==> src/rtl/sw_cond_pkg.sv <==
// Shared constants for the switch conditioner.
//   DEFAULT_WIDTH           - number of board slide switches
//   DEFAULT_DEBOUNCE_CYCLES - 10 ms at 100 MHz
//   SIM_DEBOUNCE_CYCLES     - short window for simulation builds
//   startup_cycles()        - cycles from reset release until held switches are stable
package sw_cond_pkg;

    localparam int unsigned DEFAULT_WIDTH           = 7;
    localparam int unsigned DEFAULT_DEBOUNCE_CYCLES = 1000000;
    localparam int unsigned SIM_DEBOUNCE_CYCLES     = 4;

    // Two synchronizer stages plus the full debounce window.
    function automatic int unsigned startup_cycles(input int unsigned debounce_cycles);
        return debounce_cycles + 2;
    endfunction

endpackage

==> src/rtl/debounce_bit.sv <==
// Conditions one raw switch: 2-flop synchronizer, debounce counter, stable level and
// optional registered rise/fall pulses.
// Optional feature macro: SW_COND_EDGE_EN (when undefined, rise_o/fall_o are tied to 0).
// Ports:
//   clk_i    - system clock
//   rst_i    - asynchronous active-high reset
//   raw_i    - raw switch pin, asynchronous to clk_i
//   en_i     - pulse enable (start-up window has already elapsed)
//   stable_o - debounced level
//   rise_o   - one-cycle pulse when stable_o first shows a 0->1 update
//   fall_o   - one-cycle pulse when stable_o first shows a 1->0 update
module debounce_bit
    import sw_cond_pkg::*;
#(
    parameter int unsigned DEBOUNCE_CYCLES = DEFAULT_DEBOUNCE_CYCLES
) (
    input  logic clk_i,
    input  logic rst_i,
    input  logic raw_i,
    input  logic en_i,
    output logic stable_o,
    output logic rise_o,
    output logic fall_o
);

    localparam int unsigned      CNT_W    = $clog2(DEBOUNCE_CYCLES + 1);
    localparam logic [CNT_W-1:0] CNT_LAST = CNT_W'(DEBOUNCE_CYCLES - 1);

    logic             sync1_q, sync2_q;
    logic [CNT_W-1:0] cnt_q, cnt_d;
    logic             stable_q, stable_d;
    logic             update;

    always_ff @(posedge clk_i or posedge rst_i) begin
        if (rst_i) begin
            sync1_q  <= 1'b0;
            sync2_q  <= 1'b0;
            cnt_q    <= '0;
            stable_q <= 1'b0;
        end else begin
            sync1_q  <= raw_i;
            sync2_q  <= sync1_q;
            cnt_q    <= cnt_d;
            stable_q <= stable_d;
        end
    end

    // Any cycle back at the stable level discards the run; no partial credit.
    always_comb begin
        cnt_d    = cnt_q;
        stable_d = stable_q;
        update   = 1'b0;
        if (sync2_q == stable_q) begin
            cnt_d = '0;
        end else if (cnt_q == CNT_LAST) begin
            stable_d = sync2_q;
            cnt_d    = '0;
            update   = 1'b1;
        end else begin
            cnt_d = cnt_q + 1'b1;
        end
    end

    assign stable_o = stable_q;

`ifdef SW_COND_EDGE_EN
    logic rise_q, fall_q;

    // Registered alongside stable_q so the pulse lines up with the new level.
    always_ff @(posedge clk_i or posedge rst_i) begin
        if (rst_i) begin
            rise_q <= 1'b0;
            fall_q <= 1'b0;
        end else begin
            rise_q <= en_i & update & sync2_q;
            fall_q <= en_i & update & ~sync2_q;
        end
    end

    assign rise_o = rise_q;
    assign fall_o = fall_q;
`else
    logic unused_edge;
    assign unused_edge = en_i ^ update;
    assign rise_o      = 1'b0;
    assign fall_o      = 1'b0;
`endif

endmodule

==> src/rtl/switch_conditioner.sv <==
// Input conditioning for the slide-switch bus: one debounce_bit per switch plus a
// start-up counter that raises sw_valid once held switches have propagated.
// Optional feature macro: SW_COND_EDGE_EN (edge pulses; tied to 0 when undefined).
// Ports:
//   clk       - system clock, all flops rising-edge
//   reset     - asynchronous active-high reset
//   sw_raw    - raw switch pins, asynchronous to clk
//   sw_stable - debounced switch levels
//   sw_rise   - per-bit one-cycle pulse on a stable 0->1 update
//   sw_fall   - per-bit one-cycle pulse on a stable 1->0 update
//   sw_valid  - sticky, high once the start-up window has elapsed
module switch_conditioner
    import sw_cond_pkg::*;
#(
    parameter int unsigned WIDTH           = DEFAULT_WIDTH,
    parameter int unsigned DEBOUNCE_CYCLES = DEFAULT_DEBOUNCE_CYCLES
) (
    input  logic             clk,
    input  logic             reset,
    input  logic [WIDTH-1:0] sw_raw,
    output logic [WIDTH-1:0] sw_stable,
    output logic [WIDTH-1:0] sw_rise,
    output logic [WIDTH-1:0] sw_fall,
    output logic             sw_valid
);

    // Counter value seen on the edge at which sw_valid first sets.
    localparam int unsigned START_LAST = startup_cycles(DEBOUNCE_CYCLES) - 1;
    localparam int unsigned START_W    = $clog2(START_LAST + 1);

    logic [START_W-1:0] start_cnt_q, start_cnt_d;
    logic               valid_q, valid_d;

    always_ff @(posedge clk or posedge reset) begin
        if (reset) begin
            start_cnt_q <= '0;
            valid_q     <= 1'b0;
        end else begin
            start_cnt_q <= start_cnt_d;
            valid_q     <= valid_d;
        end
    end

    // Saturates at START_LAST; valid stays set until the next reset.
    always_comb begin
        start_cnt_d = start_cnt_q;
        valid_d     = valid_q;
        if (start_cnt_q == START_W'(START_LAST)) begin
            valid_d = 1'b1;
        end else begin
            start_cnt_d = start_cnt_q + 1'b1;
        end
    end

    assign sw_valid = valid_q;

    // Pulses are enabled by the pre-edge valid, so switches already on at power-up
    // update sw_stable on the same edge valid rises without producing a rise pulse.
    genvar i;
    for (i = 0; i < int'(WIDTH); i++) begin : g_bit
        debounce_bit #(
            .DEBOUNCE_CYCLES(DEBOUNCE_CYCLES)
        ) u_debounce_bit (
            .clk_i   (clk),
            .rst_i   (reset),
            .raw_i   (sw_raw[i]),
            .en_i    (valid_q),
            .stable_o(sw_stable[i]),
            .rise_o  (sw_rise[i]),
            .fall_o  (sw_fall[i])
        );
    end

endmodule

==> config.mk <==
export PLATFORM = sky130hd
export DESIGN_NAME = switch_conditioner
export DESIGN_NICKNAME = d
export VERILOG_FILES = /design/src/rtl/sw_cond_pkg.sv /design/src/rtl/debounce_bit.sv /design/src/rtl/switch_conditioner.sv
export SDC_FILE = /design/constraint.sdc
export NUM_CORES = 1
export LEC_CHECK = 0
export ABC_CLOCK_PERIOD_IN_PS = 6400
export CORE_MARGIN = 2
export CORE_UTILIZATION = 35
export DETAILED_ROUTE_END_ITERATION = 8
export RECOVER_POWER = 25
export SYNTH_ARGS = -nofsm -noshare
export SYNTH_HDL_FRONTEND = slang
export SYNTH_SLANG_ARGS = --single-unit
==> constraint.sdc <==
create_clock -name clk -period 6.4 [get_ports clk]
set_clock_uncertainty 0.05 [all_clocks]
set_input_delay 0.64 -clock clk [delete_from_list [all_inputs] [get_ports clk]]
set_output_delay 0.64 -clock clk [all_outputs]
set_load 0.005 [all_outputs]
==> flow_metrics.env, run 1 <==
export IMPL_synthArstFlopShare=1.00
export IMPL_cts_max_level=4
export IMPL_dp_cells=1203
export IMPL_synth_seq_area_share=0.518
export IMPL_die_x_um=163
export IMPL_synth_area_leaders="dfrtp_1 (52%), xnor2_1 (7.6%), nor2_1 (5.0%)"
export IMPL_dr_first_iter_drc_count=302
export IMPL_core_sq_um=24900
export IMPL_synthFlopType="dfrtp_1"
export IMPL_pwr_share_comb=0.031
export IMPL_fmax_ghz=0.432
export IMPL_p_int_w=0.00172
export IMPL_cts_sinks=182
export IMPL_num_rows=58
export IMPL_synth_most_common_cell="dfrtp_1"
export IMPL_fin_setup_tns_ns=0
export IMPL_crit_type="reg2reg"
export IMPL_num_vias=6157
export IMPL_multi_input_area_sq_um=3960
export IMPL_maxCapViolations=0
export IMPL_clkPwrFrac=0.444
export IMPL_hold_viol=0
export IMPL_synth_edf_count=0
export IMPL_dieArea_sq_um=26400
export IMPL_p_seq_frac=0.525
export IMPL_slew_violations=0
export IMPL_yosys_warnings=0
export IMPL_worstSetupStartpointType="register"
export IMPL_ant_nets=0
export IMPL_dpl_hpwl_mm=10.2
export IMPL_max_slew_margin=0.444
export IMPL_ys_types=45
export IMPL_cp_end_kind="register"
export IMPL_die_y_um=163
export IMPL_syn_area_sq_um=8790
export IMPL_period_share=0.362
export IMPL_rsz0062_at_grt="false"
export IMPL_arrival_ns=2.57
export IMPL_area_growth_pct=11.5
export IMPL_via_per_inst=4.99
export IMPL_initial_core_util=0.353
export IMPL_dr_pass1_iters=6
export IMPL_nets=910
export IMPL_cts_tree="built"
export IMPL_cp_required_ns=6.66
export IMPL_synthCells=877
export IMPL_setup_violations_final=0
export IMPL_wl_per_cell_um=12.6
export IMPL_grt_max_degree=124
export IMPL_clk_latency_ns=0.43
export IMPL_swShare=0.232
export IMPL_syn_avg_cell_area_sq_um=10.0
export IMPL_total_power_w=0.00225
export IMPL_period_needed_ns=2.32
export IMPL_hold_buffers=0
export IMPL_wirelength_mm=15.6
export IMPL_tightest_slew_ns=0.834
export IMPL_p_leak_nw=3.87
export IMPL_r2r_slack_ns=4.08
export IMPL_grt_pass1_wl_mm=28.1
export IMPL_first_global_vias=6127
export IMPL_seqCellArea_sq_um=4550
export IMPL_cts_resized=0
export IMPL_grt_usage=0.127
export IMPL_vdd_drop_max_uv=149
export IMPL_gp_congestion=0.744
export IMPL_drcViolationCount=0
export IMPL_post_cts_repair_setup_buffers=0
export IMPL_root_buffer="clkbuf_16"
export IMPL_synth_top_area_frac=0.518
export IMPL_io_pins=31
export IMPL_switchingPower_w=0.000522
export IMPL_overflow=0
export IMPL_fin_cells=1235
export IMPL_portBuffers=16
export IMPL_yosys_area_top_type="dfrtp_1"
export IMPL_cts_buffer_depth=2
export IMPL_min_path_type="reg2reg"
export IMPL_n_fill_cell=2430
export IMPL_synth_common_cells="dfrtp_1 (182), nor2_1 (118), xnor2_1 (76)"
export IMPL_antenna_found_initial=0
export IMPL_yosys_register_bits=182
export IMPL_p_per_area_nw_per_um2=229
export IMPL_path_clk_slew_ns=0.07
export IMPL_antenna_cells=0
export IMPL_cp_max_fo=11
export IMPL_drive_gt1_frac=0.0707
export IMPL_cts_buffers=17
export IMPL_run_status="finished clean"
## per-layer routing
metal,vias up,track usage,part of all wire
met5,-,0,0
met4,0,0.0322,0.0070
met3,7,0.0321,0.024
met2,48,0.211,0.47
met1,2994,0.167,0.50
li1,3108,-,-
## power by group through the flow
| stage | registers, W | logic (W) | clock network (W) |
|---|---|---|---|
| 3_5_place_dp | 0.00120 | 0.0000730 | 0 |
| 4_1_cts | 0.00118 | 0.0000730 | 0.00103 |
| 5_1_grt | 0.00118 | 0.0000824 | 0.00108 |
| 6_report | 0.00118 | 0.0000685 | 0.000998 |
| 3_3_place_gp | 0.00120 | 0.0000721 | 0 |
| 2_1_floorplan | 0.00120 | 0.0000565 | 0 |
## layout make-up
type                       count  share of cell area
sequential                   182               0.465
multi-input combinational    641               0.404
clock buffer                  18              0.0438
tap                          330              0.0421
timing repair buffer          23              0.0217
clock inverter                14              0.0126
inverter                      27              0.0111
## per-stage QoR
step	worst slack (ns)	utilization	hold WS (ns)	cell area, sq um
floorplan	0.766	-	0.281	8840
global placement	3.70	0.372	0.283	9250
detailed placement	3.69	0.372	0.286	9250
CTS	4.05	0.394	0.302	9800
global route	3.87	0.394	0.308	9800
finish	4.08	0.394	0.299	9800
## worst max-delay path, stage by stage, from the launching register on
cell     delay, ns
dfrtp_1       0.40
nand3_1       0.12
or4b_2        0.68
o31ai_2       0.58
buf_4         0.30
a21oi_1       0.06
## layout by cell type, fill, tap and decap left out, types with 8 or more instances in the layout
cell and instances:
dfrtp_1 182, nand3_1 59, conb_1 14, xor2_1 40, clkdlybuf4s50_1 8, ha_1 9
o21ai_0 18, or3_1 17, nor3_1 27, nor2_1 118, clkbuf_16 17, and3_1 18
nand2_1 44, or4_1 21, a21oi_1 36, nor4_1 28, dlygate4sd3_1 8, inv_1 26
xnor2_1 76, o31ai_1 16, nand4_1 42
## flip-flops by register name, summed over array words and instances, names as in the netlist
register / count
g_bit.u_debounce_bit.stable_o: 7
start_cnt_q: 20
g_bit.u_debounce_bit.sync2_q: 7
sw_valid: 1
g_bit.u_debounce_bit.cnt_q: 140
g_bit.u_debounce_bit.sync1_q: 7
## final timing paths
path | startpoint | to | cells after the start
max in group asynchronous | reset | g_bit[4].u_debounce_bit.cnt_q[9]$_DFF_PP0_ | 3
max reg2reg | g_bit[0].u_debounce_bit.cnt_q[16]$_DFF_PP0_ | g_bit[0].u_debounce_bit.cnt_q[19]$_DFF_PP0_ | 5
min in group asynchronous | reset | g_bit[2].u_debounce_bit.sync1_q$_DFF_PP0_ | 2
min | g_bit[2].u_debounce_bit.sync1_q$_DFF_PP0_ | g_bit[2].u_debounce_bit.sync2_q$_DFF_PP0_ | 0
min reg2reg | g_bit[2].u_debounce_bit.sync1_q$_DFF_PP0_ | g_bit[2].u_debounce_bit.sync2_q$_DFF_PP0_ | 0
max | g_bit[0].u_debounce_bit.cnt_q[16]$_DFF_PP0_ | g_bit[0].u_debounce_bit.cnt_q[19]$_DFF_PP0_ | 5
## logic make-up after synthesis
| family | count (synthesis) | synth area share |
|---|---|---|
| AND/OR/NAND/NOR | 414 | 0.249 |
| flip-flops | 182 | 0.518 |
| XOR/XNOR | 116 | 0.116 |
| AO/OA/AOI/OAI | 80 | 0.0552 |
| buffers and inverters | 67 | 0.0390 |
| adder cells (fa/ha/maj) | 9 | 0.0128 |
| multiplexers | 8 | 0.0101 |
| other | 1 | 0.000426 |
Note: power is estimated with default switching activity, not from simulation.
==> run 2: changes to the inputs <==
--- a/config.mk
+++ b/config.mk
@@ -5,7 +5,7 @@
 export SDC_FILE = /design/constraint.sdc
 export NUM_CORES = 1
 export LEC_CHECK = 0
-export ABC_CLOCK_PERIOD_IN_PS = 6400
+export ABC_CLOCK_PERIOD_IN_PS = 1900
 export CORE_MARGIN = 2
 export CORE_UTILIZATION = 35
 export DETAILED_ROUTE_END_ITERATION = 8
==> constraint.sdc (replaced) <==
create_clock -name clk -period 1.9 [get_ports clk]
set_clock_uncertainty 0.05 [all_clocks]
set_input_delay 0.19 -clock clk [delete_from_list [all_inputs] [get_ports clk]]
set_output_delay 0.19 -clock clk [all_outputs]
set_load 0.005 [all_outputs]
==> run 2 against run 1 <==
Compared with the run above:
- the flow now finishes with violations (negative setup slack)
- register-to-register slack lost 4.2 ns
- clock-buffer cell count grew 3
- final cell count grew 5.7%
- non-clock buffer count rose by 71
- global-route usage rose by 0.35 points
- highest routed layer unchanged
- first-iteration DRC count down 18%
- worst setup slack worse by 4.2 ns
- critical path type unchanged
- critical path depth unchanged
- cell area up 7.2%
- clock power grew to 3.5 times the previous value
==> flow_metrics.env, run 2 (synthesized netlist as in run 1, its figures left out) <==
export IMPL_period_share=1.06
export IMPL_critPathBufInv=1
export IMPL_slowest_delay_ns=0.56
export IMPL_total_power_w=0.00777
export IMPL_core_sq_um=24900
export IMPL_num_rows=58
export IMPL_io_pins=31
export IMPL_fmax_ghz=0.496
export IMPL_dr_first_iter_drc_count=247
export IMPL_drive_gt1_frac=0.159
export IMPL_arrival_ns=2.26
export IMPL_fin_util=0.422
export IMPL_crit_type="reg2reg"
export IMPL_area_growth_pct=19.5
export IMPL_dpl_hpwl_mm=11.2
export IMPL_gp_congestion=0.806
export IMPL_cp_required_ns=2.14
export IMPL_hold_buffers=0
export IMPL_worstSetupStartpointType="register"
export IMPL_final_common_cell="dfrtp_1"
export IMPL_pre_cts_ws_ns=-0.139
export IMPL_maxCapViolations=0
export IMPL_mostFrequentLayoutCells="dfrtp_1 (182), nor2_1 (116), xnor2_1 (76)"
export IMPL_wl_per_cell_um=12.5
export IMPL_antenna_cells=0
export IMPL_cp_end_kind="register"
export IMPL_setup_slack_ns=-0.115
export IMPL_via_per_inst=4.95
export IMPL_portBuffers=16
export IMPL_cts_buffer_depth=2
export IMPL_cts_max_level=4
export IMPL_hold_ws_ns=0.240
export IMPL_dieArea_sq_um=26400
export IMPL_overflow=0
export IMPL_grt_pass1_wl_mm=28.8
export IMPL_tightest_slew_ns=0.877
export IMPL_largest_register="g_bit.u_debounce_bit.cnt_q"
export IMPL_p_leak_nw=4.24
export IMPL_antenna_found_initial=0
export IMPL_dr_pass1_iters=5
export IMPL_grt_max_degree=43
export IMPL_largest_register_ffs=140
export IMPL_violations="negative setup slack"
export IMPL_setup_violations_final=20
export IMPL_p_per_area_nw_per_um2=739
export IMPL_slew_violations=0
export IMPL_run_status="finished, violations left"
export IMPL_period_needed_ns=2.01
export IMPL_drcViolationCount=0
export IMPL_wirelength_mm=16.3
export IMPL_min_path_type="in2async"
export IMPL_vdd_drop_max_uv=454
export IMPL_worstPathCellList="or4b_1 -> or4_4 -> o21ai_4 -> buf_6 -> a21oi_1"
export IMPL_rsz0062_at_grt="true"
export IMPL_n_fill_cell=2428
export IMPL_critPathSlowestCell="or4_4"
export IMPL_largestRegisters="g_bit.u_debounce_bit.cnt_q x140, start_cnt_q x20"
export IMPL_nets=981
export IMPL_initial_core_util=0.353
export IMPL_hold_viol=0
export IMPL_num_vias=6457
export IMPL_cp_top_family="simple AND/OR/NAND/NOR gates"
export IMPL_root_buffer="clkbuf_16"
export IMPL_cts_buffers=17
export IMPL_clk_latency_ns=0.42
export IMPL_die_x_um=163
export IMPL_max_slew_margin=0.415
export IMPL_ant_nets=0
export IMPL_path_clk_slew_ns=0.07
export IMPL_cts_sinks=182
export IMPL_first_global_vias=6260
export IMPL_cts_tree="built"
export IMPL_cp_max_fo=7
export IMPL_die_y_um=163
export IMPL_grt_usage=0.131
## run 2: routing by layer
layer,share of wire,vias up,GRT usage
met4,0.0071,0,0.0398
met2,0.47,62,0.215
met3,0.023,7,0.0265
met1,0.50,3135,0.174
met5,0,-,0
li1,-,3253,-
## run 2: repair_timing
| action | in CTS | in global routing |
|---|---|---|
| buffers inserted | 0 | 5 |
| gates resized for setup | 13 | 10 |
| pin swaps | 1 | 3 |
| cloned | 0 | 0 |
| endpoints found under the setup margin | 24 | 47 |
## run 2: worst paths after layout
kind,to,slack (ns),cells past startpoint,from
setup / recovery,g_bit[5].u_debounce_bit.cnt_q[15]$_DFF_PP0_,-0.11,5,g_bit[5].u_debounce_bit.cnt_q[8]$_DFF_PP0_
hold reg to reg,g_bit[3].u_debounce_bit.sync2_q$_DFF_PP0_,0.30,0,g_bit[3].u_debounce_bit.sync1_q$_DFF_PP0_
setup reg to reg,g_bit[5].u_debounce_bit.cnt_q[15]$_DFF_PP0_,-0.11,5,g_bit[5].u_debounce_bit.cnt_q[8]$_DFF_PP0_
hold / removal,g_bit[4].u_debounce_bit.sync1_q$_DFF_PP0_,0.24,2,reset
min in group clk,g_bit[3].u_debounce_bit.sync1_q$_DFF_PP0_,0.27,1,sw_raw[3]
max in group asynchronous,g_bit[1].u_debounce_bit.cnt_q[18]$_DFF_PP0_,0.29,3,reset
## run 2: power breakdown
group	switching, W	leakage (nW)	total, W	internal (W)
Sequential	0.0000447	2.48	0.00397	0.00393
Clock	0.00146	0.286	0.00350	0.00205
Combinational	0.000186	1.48	0.000298	0.000112
Total	0.00169	4.24	0.00777	0.00608
## run 2: cell type report
type | count | area [sq um] | area share
clock buffers | 21 | 470 | 0.0448
clock inverters | 10 | 120 | 0.0114
inverters | 27 | 103 | 0.00976
multi-input cells | 641 | 4070 | 0.387
flip-flops and latches | 182 | 4550 | 0.433
well taps | 330 | 413 | 0.0393
repair buffers | 94 | 782 | 0.0744
## run 2: through the flow
step                TNS [ns]  instances  area [sq um]
floorplan            -124.45        890          8870
global route           -3.45       1305         10500
global placement       -1.43       1269          9830
detailed placement     -1.64       1269          9830
CTS                    -2.07       1300         10500
finish                 -1.99       1305         10500
